<file path="config.mk">
export PLATFORM = sky130hd
export DESIGN_NAME = mem_lsu
export DESIGN_NICKNAME = d
export VERILOG_FILES = /design/src/rtl/mem_lsu.sv
export SDC_FILE = /design/constraint.sdc
export NUM_CORES = 1
export LEC_CHECK = 0
export ABC_AREA = 1
export BUFFER_PORTS_ARGS = -buffer_cell sky130_fd_sc_hd__buf_2
export CORE_ASPECT_RATIO = 0.75
export CORE_MARGIN = 2
export CORE_UTILIZATION = 40
export CTS_CLUSTER_SIZE = 14
export DETAILED_ROUTE_END_ITERATION = 8
export PLACE_DENSITY_LB_ADDON = 0.25
export SLEW_MARGIN = 20
export SYNTH_ARGS = -nofsm -noshare
export SYNTH_HDL_FRONTEND = slang
export SYNTH_SLANG_ARGS = --single-unit
export TNS_END_PERCENT = 100
</file>
<file path="constraint.sdc">
create_clock -name clk -period 1.8 [get_ports clk]
set_input_delay 0.36 -clock clk [delete_from_list [all_inputs] [get_ports clk]]
set_output_delay 0.36 -clock clk [all_outputs]
set_load 0.02 [all_outputs]
</file>
<file path="src/rtl/mem_lsu.sv">
// mem_lsu: load/store requester for the byte-addressed data memory.
// Accepts one load or store at a time (valid/ready), performs a single
// ACCESS cycle against a memory with combinational read, and returns an
// extended load result or an error response.
//
// Ports:
//   clk, rst                 clock, synchronous active-high reset
//   req_valid / req_ready    request handshake (ready only in IDLE)
//   req_we, req_funct3       store flag and access size/extension
//   req_addr, req_wdata      byte address, low-aligned store data
//   resp_valid / resp_ready  response handshake
//   resp_rdata, resp_err     extended load data (0 for stores/errors), error flag
//   mem_we, mem_addr         byte write enables, memory byte address
//   mem_wdata, mem_rdata     memory write data, combinational read data
module mem_lsu #(
   parameter int unsigned ADDR_W = 16
) (
   input  logic              clk,
   input  logic              rst,
   input  logic              req_valid,
   output logic              req_ready,
   input  logic              req_we,
   input  logic [2:0]        req_funct3,
   input  logic [31:0]       req_addr,
   input  logic [31:0]       req_wdata,
   output logic              resp_valid,
   input  logic              resp_ready,
   output logic [31:0]       resp_rdata,
   output logic              resp_err,
   output logic [3:0]        mem_we,
   output logic [ADDR_W-1:0] mem_addr,
   output logic [31:0]       mem_wdata,
   input  logic [31:0]       mem_rdata
);

   typedef enum logic [1:0] {
      IDLE   = 2'd0,
      ACCESS = 2'd1,
      RESP   = 2'd2
   } state_t;

   state_t      state;
   logic        we_q;
   logic [2:0]  funct3_q;
   logic [3:0]  mem_we_q;

   logic        size_bad_c;
   logic        range_bad_c;
   logic        align_bad_c;
   logic        req_err_c;
   logic [3:0]  be_c;
   logic [31:0] wdata_mask_c;
   logic [31:0] load_ext_c;

   // Request legality, evaluated on the live request while in IDLE
   always_comb begin
      size_bad_c  = (req_funct3 == 3'b011) || (req_funct3[2:1] == 2'b11);
      range_bad_c = (req_addr >> ADDR_W) != 32'd0;
      align_bad_c = ((req_funct3[1:0] == 2'b01) && req_addr[0]) ||
                    ((req_funct3[1:0] == 2'b10) && (req_addr[1:0] != 2'b00));
      req_err_c   = size_bad_c || range_bad_c || align_bad_c;
   end

   // Store byte enables and write data with bytes above the size cleared
   always_comb begin
      be_c         = 4'b1111;
      wdata_mask_c = req_wdata;
      case (req_funct3[1:0])
         2'b00: begin
            be_c         = 4'b0001;
            wdata_mask_c = {24'd0, req_wdata[7:0]};
         end
         2'b01: begin
            be_c         = 4'b0011;
            wdata_mask_c = {16'd0, req_wdata[15:0]};
         end
         default: ;
      endcase
   end

   // Sign/zero extension of the memory read for the latched load size
   always_comb begin
      load_ext_c = mem_rdata;
      case (funct3_q)
         3'b000:  load_ext_c = {{24{mem_rdata[7]}}, mem_rdata[7:0]};
         3'b100:  load_ext_c = {24'd0, mem_rdata[7:0]};
         3'b001:  load_ext_c = {{16{mem_rdata[15]}}, mem_rdata[15:0]};
         3'b101:  load_ext_c = {16'd0, mem_rdata[15:0]};
         default: load_ext_c = mem_rdata;
      endcase
   end

   // A reset edge must never commit a write, even mid-ACCESS
   assign mem_we = rst ? 4'b0000 : mem_we_q;

   // Control FSM with registered outputs
   always_ff @(posedge clk) begin
      if (rst) begin
         state      <= IDLE;
         req_ready  <= 1'b1;
         resp_valid <= 1'b0;
         resp_err   <= 1'b0;
         resp_rdata <= 32'd0;
         mem_we_q   <= 4'b0000;
         mem_addr   <= '0;
         mem_wdata  <= 32'd0;
         we_q       <= 1'b0;
         funct3_q   <= 3'b000;
      end else begin
         case (state)
            IDLE: begin
               if (req_valid) begin
                  we_q      <= req_we;
                  funct3_q  <= req_funct3;
                  req_ready <= 1'b0;
                  if (req_err_c) begin
                     // Rejected: straight to RESP, memory outputs untouched
                     state      <= RESP;
                     resp_valid <= 1'b1;
                     resp_err   <= 1'b1;
                     resp_rdata <= 32'd0;
                  end else begin
                     state     <= ACCESS;
                     mem_addr  <= req_addr[ADDR_W-1:0];
                     mem_wdata <= wdata_mask_c;
                     mem_we_q  <= req_we ? be_c : 4'b0000;
                  end
               end
            end
            ACCESS: begin
               state      <= RESP;
               mem_we_q   <= 4'b0000;
               resp_valid <= 1'b1;
               resp_err   <= 1'b0;
               resp_rdata <= we_q ? 32'd0 : load_ext_c;
            end
            RESP: begin
               if (resp_ready) begin
                  state      <= IDLE;
                  resp_valid <= 1'b0;
                  req_ready  <= 1'b1;
               end
            end
            default: begin
               state      <= IDLE;
               mem_we_q   <= 4'b0000;
               resp_valid <= 1'b0;
               req_ready  <= 1'b1;
            end
         endcase
      end
   end

endmodule

</file>
==> Yosys cells after proc, flatten, opt, wreduce, memory -nomap -nowiden <==
Cells that the tools add are included.
{ "word_totals": {"output_inout_bits": 87, "elab_cells": 69, "reg_bits": 93, "inputBits": 104} }
{ "classes": {"n_bitwise": 3, "n_reduce_logical": 19, "n_eq_ne": 13, "mux": 24} }
{ "ops": {"columns": ["op", "n"], "rows": [
  ["32-bit case mux with 2 select lines", 2],
  ["32-bit case mux with 4 select lines", 1],
  ["32-bit two-way mux", 3],
  ["32-bit nonzero test", 1],
  ["4-bit two-way mux", 4],
  ["4-bit case mux with 2 select lines", 2],
  ["3-bit AND reduction", 5],
  ["2-bit != test, second input constant", 4],
  ["2-bit equality test, second input constant", 3],
  ["3-bit equality test, second input constant", 2],
  ["2-bit two-way mux", 3],
  ["1-bit case mux with 3 select lines", 2],
  ["2-bit case mux with 3 select lines", 1],
  ["1-bit two-way mux", 5],
  ["2-bit by 1-bit equality test with 1-bit output, second input constant", 2],
  ["2-bit logical NOT", 2],
  ["1-bit logical OR", 4],
  ["2-bit AND reduction", 2],
  ["2-bit nonzero test", 2],
  ["3-bit by 1-bit equality test with 1-bit output, second input constant", 1],
  ["3-bit by 2-bit equality test with 1-bit output, second input constant", 1],
  ["3-bit logical NOT", 1],
  ["1-bit NOT", 3],
  ["1-bit logical AND", 2],
  ["1-bit case mux with 2 select lines", 1]
]} }

==> Longest topological paths before layout <==
Gate-level depths: netlist (run 1).
{ "depth": {"depth_word": 7, "depth_mapped": 11} }

==> Worst setup path before layout (run 1) <==
No wires, ideal clock.
{ "synth_path": {"path_type": "in2reg", "start": "input req_funct3[1]", "end": "register mem_wdata[16]", "path_slack_ns": 0.320, "setup_ns": 0.112, "path_buffers": 2, "cell_stages": 10, "t_arrival_ns": 1.368, "required_ns": 1.688, "path_cell_list": "inv_2 nand2_4 nand2_1 nand3_1 nor2_2 nand3_2 buf_6 buf_6 a21oi_2 nor2_1"} }
{ "synth_via": {"elab_chain_len": 6, "elab_cells_between_ends": 14, "cone_classes": "4 x eq/ne; 1 x mux; 1 x bitwise; 8 x reduce/logical"} }
{ "synth_lines": {"columns": ["item", "line_no", "source"], "rows": [
  ["from (decl)", "23", "input logic [2:0] req_funct3,"],
  ["3-bit by 2-bit equality test with 1-bit output (tied with other cells)", "57", "size_bad_c = (req_funct3 == 3'b011) || (req_funct3[2:1] == 2'b11);"],
  ["1-bit logical OR (tied with other cells)", "57", null],
  ["1-bit logical OR, on equally long branches", "61, 59", null],
  ["1-bit logical OR", "61", "req_err_c = size_bad_c || range_bad_c || align_bad_c;"],
  ["1-bit NOT (no line)", null, null],
  ["3-bit AND reduction (no line)", null, null],
  ["to (signal assigned)", "125", "mem_wdata <= wdata_mask_c;"],
  ["to (decl)", "32", "output logic [31:0] mem_wdata,"]
]} }
Several ways; a longest one is shown, not always the timed one.
A chain may end at the register's enable or synchronous reset.

==> Worst setup path after layout (run 1) <==
{ "layout_path": {"start": "register funct3_q[0]", "end": "register resp_rdata[27]"} }
{ "layout_via": {"elab_chain_len": 4, "elab_cells_between_ends": 7, "cone_classes": "3 x eq/ne; 3 x mux; 1 x reduce/logical"} }
{ "layout_lines": {"columns": ["item", "line_no", "source"], "rows": [
  ["from (decl)", "44", "logic [2:0] funct3_q;"],
  ["from (signal assigned)", "114", "funct3_q <= req_funct3;"],
  ["3-bit equality test (tied with other cells)", "84", "case (funct3_q)"],
  ["32-bit case mux with 4 select lines (*)", "84", null],
  ["32-bit two-way mux (*)", "135", "resp_rdata <= we_q ? 32'd0 : load_ext_c;"],
  ["32-bit case mux with 2 select lines (*)", "110", "case (state)"],
  ["to (signal assigned)", "135", null],
  ["to (decl)", "28", "output logic [31:0] resp_rdata,"]
]} }
Mark *: on every way between the ends. The rest lies on a longest branch, timed or not.

==> results of run 1 <==
-- power breakdown --
group          leakage [nW]  internal [mW]  switching (mW)
clock network         0.137           1.07           0.771
registers             0.743           2.06          0.0227
logic                  1.98          0.173           0.253
-- final timing paths --
kind	cells after the start	end	slack [ns]	from
setup / recovery	5	resp_rdata[27]$_SDFFE_PP0P_	0.29	funct3_q[0]$_SDFFE_PP0P_
hold / removal	3	mem_wdata[0]$_SDFFE_PP0P_	0.25	req_wdata[0]
setup reg to reg	5	resp_rdata[27]$_SDFFE_PP0P_	0.29	funct3_q[0]$_SDFFE_PP0P_
hold reg to reg	2	resp_rdata[28]$_SDFFE_PP0P_	0.46	resp_rdata[28]$_SDFFE_PP0P_
-- cell type report --
class,count,area [um2]
fillers,982,4340
repair buffers,203,1090
clock inverters,7,67.6
flip-flops and latches,92,1840
inverters,68,255
multi-input cells,392,1760
well taps,132,165
clock buffers,9,225
-- registers in the layout, indices dropped and copies added (netlist names) --
name,cells
state,2
resp_valid,1
we_q,1
resp_err,1
resp_rdata,32
mem_we_q,3
funct3_q,3
mem_wdata,32
req_ready,1
mem_addr,16
-- stage by stage --
stage	setup WS [ns]	std cells	utilization	power [mW]
6_report	0.286	903	0.555	4.35
5_1_grt	0.109	903	0.555	4.55
4_1_cts	0.285	903	0.555	4.40
3_5_place_dp	0.0581	887	0.524	2.55
3_3_place_gp	0.122	887	0.524	2.55
2_1_floorplan	0.320	585	-	2.35
-- kinds of logic (layout without fill, tap and decap cells) --
group                  after synthesis  in the layout  share of synthesized area
AO/OA/AOI/OAI                       95             95                      0.145
buffers and inverters              101            287                      0.114
flip-flops                          92             92                      0.455
AND/OR/NAND/NOR                    297            297                      0.287
-- routing by layer --
layer / vias up / routed length, um / track usage
met1: 1779 / 4920 / 0.245
met3: 9 / 760 / 0.0546
met4: 0 / 98 / 0.0436
met2: 124 / 4870 / 0.324
li1: 2156 / - / -
met5: - / 0 / 0
-- critical path: stages, from the launching register on --
cell and delay, ns:
dfxtp_1 0.51, nand2_1 0.11, o211ai_2 0.32, buf_4 0.24, o211ai_1 0.09, a21oi_1 0.16
-- placed cells by master, fill, tap and decap left out, drive strengths merged --
cell / n
a211oi: 1
a21oi: 62
buf: 203
bufinv: 1
clkbuf: 9
clkinv: 5
clkinvlp: 3
dfxtp: 92
inv: 66
nand2: 179
nand3: 8
nand3b: 2
nor2: 106
nor3: 2
o211ai: 16
o21ai: 15
o21bai: 1
==> reports/qor.yml, run 1 <==
run_status: "complete, no violations"
num_rows: 31
powerDensity_nw_per_um2: 805
report.final.slew_viol_count: 0
place_congestion: 0.777
synthTopCellsByCount: "176 x nand2_1, 104 x nor2_1, 92 x dfxtp_1"
detail_route.vias_per_cell: 4.50
sort_of_element_at_the_start_of_the_critical_path: "flip-flop"
remaining_drc_errors: 0
cts.hold.buffers_added: 0
holdCritPathClass: "input port to flip-flop"
maxCapViolCount: 0
cts_tree: "done"
die_area_um2: 11000
ys_async_sr_fraction: 0
insertion_delay_ns: 0.33
synth_top_cell_by_area: "dfxtp_1"
route.detailed.wl_per_inst_um: 11.8
dp_hpwl_um: 7730
tightestPinTransition_ns: 0.565
final_cell_area_um2: 5400
synthesis.instances: 585
postPlaceCellArea_um2: 5110
route.antenna.remaining_nets: 0
clock_tree.root_cell: "clkbuf_16"
clock_sinks: 92
synth_warnings: 0
yosysTopAreaCellShare: 0.455
antenna_found_initial: 0
net_count_after_synthesis: 689
design.final.nets: 870
areaGrowthSynthToFinish_pct: 33.3
final_hold_viol_count: 0
path_class: "flip-flop to flip-flop"
ys.flop_type: "dfxtp_1"
post-cts-setup-buffers: 0
yosys.cell_types.count: 26
track_usage: 0.192
io_pins: 191
grt_pass1_wl_um: 17100
grt_remaining_overflow: 0
clk_pin_slew_ns: 0.06
fmax_mhz: 661
worst_setup_skew_after_layout_ns: 0.00464
cts-htree-levels: 3
postRouteWirelength_um: 10600
first_pass_drt_iterations: 4
synth.area.top_cells: "dfxtp_1 45%, nand2_1 16%, nor2_1 9.6%"
critical_path_arrival_ns: 1.78
antenna_cells_inserted: 0
first_iter_violations: 211
grt_setup_unrepaired: "no"
grt_start_max_net_pins: 58
ys_seq_elements: 92
period_minus_slack_ns: 1.51
critical_path.endpoint_type: "flip-flop"
maximum_ir_drop_on_the_vdd_rail_mv: 0.429
critPathRequiredTime_ns: 2.06
final.setup.tns_ns: 0
place.port_buffers: 190
initial_utilization: 0.416
final-setup-viol-count: 0
tritoncts.num_buffers: 9
worstPathMaxFanout: 11
vias: 4068
static-leakage-power_nw: 2.86
floorplan.core_area_um2: 9740
die_x_um: 120
clock_path_buffers: 2
slew_headroom: 0.623
layout-drive-gt1-share: 0.319
synthMostInstantiatedCell: "nand2_1"
synth_area_per_cell_um2: 6.93
fin_hold_ws_ns: 0.249
post_cts.resized_instances: 0
post_synth_instance_area_um2: 4050
edff_count_synth: 0
final.period_utilization: 0.841
ys_seq_area_frac: 0.455
grt_pass1_vias: 3741
dieHeight_um: 91.2
No activity file was read; power rests on OpenSTA's default activity.
==> inputs of run 2 (changes only) <==
--- a/config.mk
+++ b/config.mk
@@ -5,7 +5,7 @@
 export SDC_FILE = /design/constraint.sdc
 export NUM_CORES = 1
 export LEC_CHECK = 0
-export ABC_AREA = 1
+export ABC_AREA = 0
 export BUFFER_PORTS_ARGS = -buffer_cell sky130_fd_sc_hd__buf_2
 export CORE_ASPECT_RATIO = 0.75
 export CORE_MARGIN = 2
==> constraint.sdc (replaced) <==
create_clock -name clk -period 1.3 [get_ports clk]
set_input_delay 0.26 -clock clk [delete_from_list [all_inputs] [get_ports clk]]
set_output_delay 0.26 -clock clk [all_outputs]
set_load 0.02 [all_outputs]
==> run 2 against run 1 <==
The flow now finishes with violations (negative setup slack). Combinational power up 38%. Synthesized area fell by 5.2%. Core utilization grew 9.0 points. Die area fell by 5.0%.
==> reports/qor.yml, run 2 <==
reg2reg_setup_slack_ns: -0.23  # -0.52 ns
layout.cells.non_filler: 772  # -15%
layout_common_cells: "187 x buf_2, 88 x dfxtp_1, 47 x a21oi_1"
synth.area.top_cells: "dfxtp_1 48%, a21oi_1 6.9%, o21ai_0 6.9%"
worst_setup_skew_after_layout_ns: 0.00422  # -0.000411 ns
cp_slowest_stage_delay_ns: 0.34  # -0.17 ns
areaGrowthSynthToFinish_pct: 54.2
remaining_drc_errors: 0  # unchanged
yosysTopAreaCellShare: 0.479  # +0.0247
final_cell_area_um2: 5920  # +9.7%
critical_r2r_launch: "state[1]$_SDFFE_PP0P_"
dp_hpwl_um: 8560  # +11%
powerDensity_nw_per_um2: 1020  # +27%
vias: 4073  # +0.12%
maximum_ir_drop_on_the_vdd_rail_mv: 0.618  # +44%
maxCapViolCount: 0  # unchanged
final.period_utilization: 1.18  # +0.337
fmax_mhz: 653  # -1.1%
postRouteWirelength_um: 12500  # +18%
io_pins: 191  # unchanged
crit_chain: "nor3b_4 -> nand4_4 -> buf_6 -> bufbuf_16 -> o21ai_1 -> a21oi_1"
initial_utilization: 0.418  # +0.00168
violated_checks: "negative setup slack"
path_class: "flip-flop to flip-flop"
final.setup.tns_ns: -14.04  # -14.04 ns
run_status: "complete, but fails checks"
final-setup-viol-count: 85  # +85
first_iter_violations: 286  # +36%
grt_use_met3: 0.0637  # +0.00905
slew_headroom: 0.774  # +0.151
insertion_delay_ns: 0.33  # about the same
period_minus_slack_ns: 1.53  # +0.0172 ns
ff2ff_path_depth: 6  # +1
top_regs: "mem_wdata: 32 flops, resp_rdata: 32 flops, mem_addr: 16 flops"
route.detailed.wl_per_inst_um: 16.3  # +38%
report.final.slew_viol_count: 0  # unchanged
place_congestion: 0.799  # +2.9%
ys_seq_elements: 92  # unchanged
die_area_um2: 10400  # -5.0%
gr-usage-met2: 0.388  # +0.0638
grt_pass1_vias: 3945  # +5.5%
layout_commonest_cell: "buf_2"
fin_ws_ns: -0.231  # -0.517 ns
synthesis.instances: 423  # -28%
clock_sinks: 92  # unchanged
holdCritPathClass: "input port to flip-flop"
dieHeight_um: 88.9  # -2.5%
synthTopCellsByCount: "92 x dfxtp_1, 53 x a21oi_1, 53 x o21ai_0"
final_core_util: 0.644  # +0.0895
clock_path_buffers: 2  # unchanged
crit_path_max_delay_cell_type: "dfxtp_2"
synth_top_cell_by_area: "dfxtp_1"
rr_endpoint: "mem_addr[3]$_SDFFE_PP0P_"
track_usage: 0.236  # +0.0434
yosys.cell_types.count: 38  # +46%
synthMostInstantiatedCell: "dfxtp_1"
groute.layer.met1.usage: 0.304  # +0.0592
ys.flop_type: "dfxtp_1"
net_count_after_synthesis: 527  # -24%
most_crowded_layer_after_global_routing: "met2"
postPlaceCellArea_um2: 5150  # +0.96%
fin_hold_ws_ns: 0.148  # -0.101 ns
critPathRequiredTime_ns: 1.52  # -0.54 ns
ys_seq_area_frac: 0.479  # +0.0247
worstHoldStart: "mem_rdata[6]"
worstPathMaxFanout: 25  # +14
clk_pin_slew_ns: 0.06  # about the same
antenna_cells_inserted: 0  # unchanged
static-leakage-power_nw: 2.74  # -4.1%
die_x_um: 117  # -2.5%
worst_hold_path.num_cells: 2  # -1
tightestPinTransition_ns: 0.337  # -0.228 ns
design.final.nets: 743  # -15%
detail_route.vias_per_cell: 5.28  # +17%
clock_tree.root_cell: "clkbuf_16"
cts_tree: "done"
tritoncts.num_buffers: 9  # unchanged
worstHoldEndpoint: "resp_rdata[6]$_SDFFE_PP0P_"
grt_remaining_overflow: 0  # unchanged
critical_path_arrival_ns: 1.75  # -0.03 ns
final_hold_viol_count: 0  # unchanged
route.antenna.remaining_nets: 0  # unchanged
num_rows: 30  # -3.2%
sort_of_element_at_the_start_of_the_critical_path: "flip-flop"
cts-htree-levels: 3  # unchanged
layout-drive-gt1-share: 0.486  # +0.167
post_synth_instance_area_um2: 3840  # -5.2%
grt_setup_unrepaired: "yes"
synth_warnings: 0  # unchanged
ys_async_sr_fraction: 0  # unchanged
antenna_found_initial: 0  # unchanged
place.port_buffers: 190  # unchanged
edff_count_synth: 0  # unchanged
critical_path.endpoint_type: "flip-flop"
grt_start_max_net_pins: 36  # -38%
floorplan.core_area_um2: 9200  # -5.5%
first_pass_drt_iterations: 4  # unchanged
place.detailed.instances: 744  # -16%
grt_pass1_wl_um: 19000  # +11%
synth_area_per_cell_um2: 9.08  # +31%
run 2: how the worst max path moves through the flow:
| stage | startpoint | to | cells after the start |
|---|---|---|---|
| final | state[1]$_SDFFE_PP0P_ | mem_addr[3]$_SDFFE_PP0P_ | 6 |
| after global routing | state[1]$_SDFFE_PP0P_ | mem_wdata[16]$_SDFFE_PP0P_ | 6 |
| after CTS | state[1]$_SDFFE_PP0P_ | resp_rdata[4]$_SDFFE_PP0P_ | 5 |
| after detailed placement | req_addr[17] | resp_err$_SDFFE_PP0P_ | 6 |
| after global placement | req_addr[17] | resp_valid$_SDFFE_PP0P_ | 6 |
| after floorplan | req_addr[19] | mem_we_q[1]$_SDFFE_PP0P_ | 5 |
run 2: timing repair:
action,4_1_cts,5_1_grt
hold buffers,0,0
cloned,4,0
pin swaps,2,13
endpoints found under the setup margin,88,91
buffers inserted,6,3
gates resized for setup,58,37
run 2: critical path: cells and delay by family, from the launching register on:
kind                   cells  cell delay, ns
AND/OR/NAND/NOR            2            0.37
AO/OA/AOI/OAI              2            0.23
buffers and inverters      2            0.46
flip-flops                 1            0.34
run 2: per-stage QoR:
stage	total power, mW	setup slack [ns]
2_1_floorplan	3.14	-0.196
3_3_place_gp	3.42	-0.436
3_5_place_dp	3.43	-0.483
4_1_cts	6.08	-0.216
5_1_grt	6.29	-0.287
6_report	6.07	-0.231
run 2: area by class of cell:
class / instances / area (um2)
repair buffers: 246 / 1530
clock inverters: 4 / 47.5
fillers: 793 / 3270
inverters: 11 / 41.3
multi-input cells: 279 / 2050
flip-flops and latches: 92 / 1850
clock buffers: 12 / 256
well taps: 128 / 160
run 2: logic make-up after synthesis:
kind of cell    count (synthesis)  share of synthesized area
buf+inv                        53                     0.0638
simple gates                  117                      0.196
compound gates                155                      0.245
mux                             6                     0.0156
flops                          92                      0.479
run 2: layer usage:
layer,routed length (um),vias up
li1,-,1976
met5,0,-
met3,819,23
met4,197,0
met1,5530,1917
met2,6000,157
run 2: power breakdown:
part,switching [mW],total (mW),internal (mW)
Sequential,0.0147,2.85,2.84
Clock,1.04,2.63,1.59
Combinational,0.303,0.586,0.283
Total,1.36,6.07,4.71
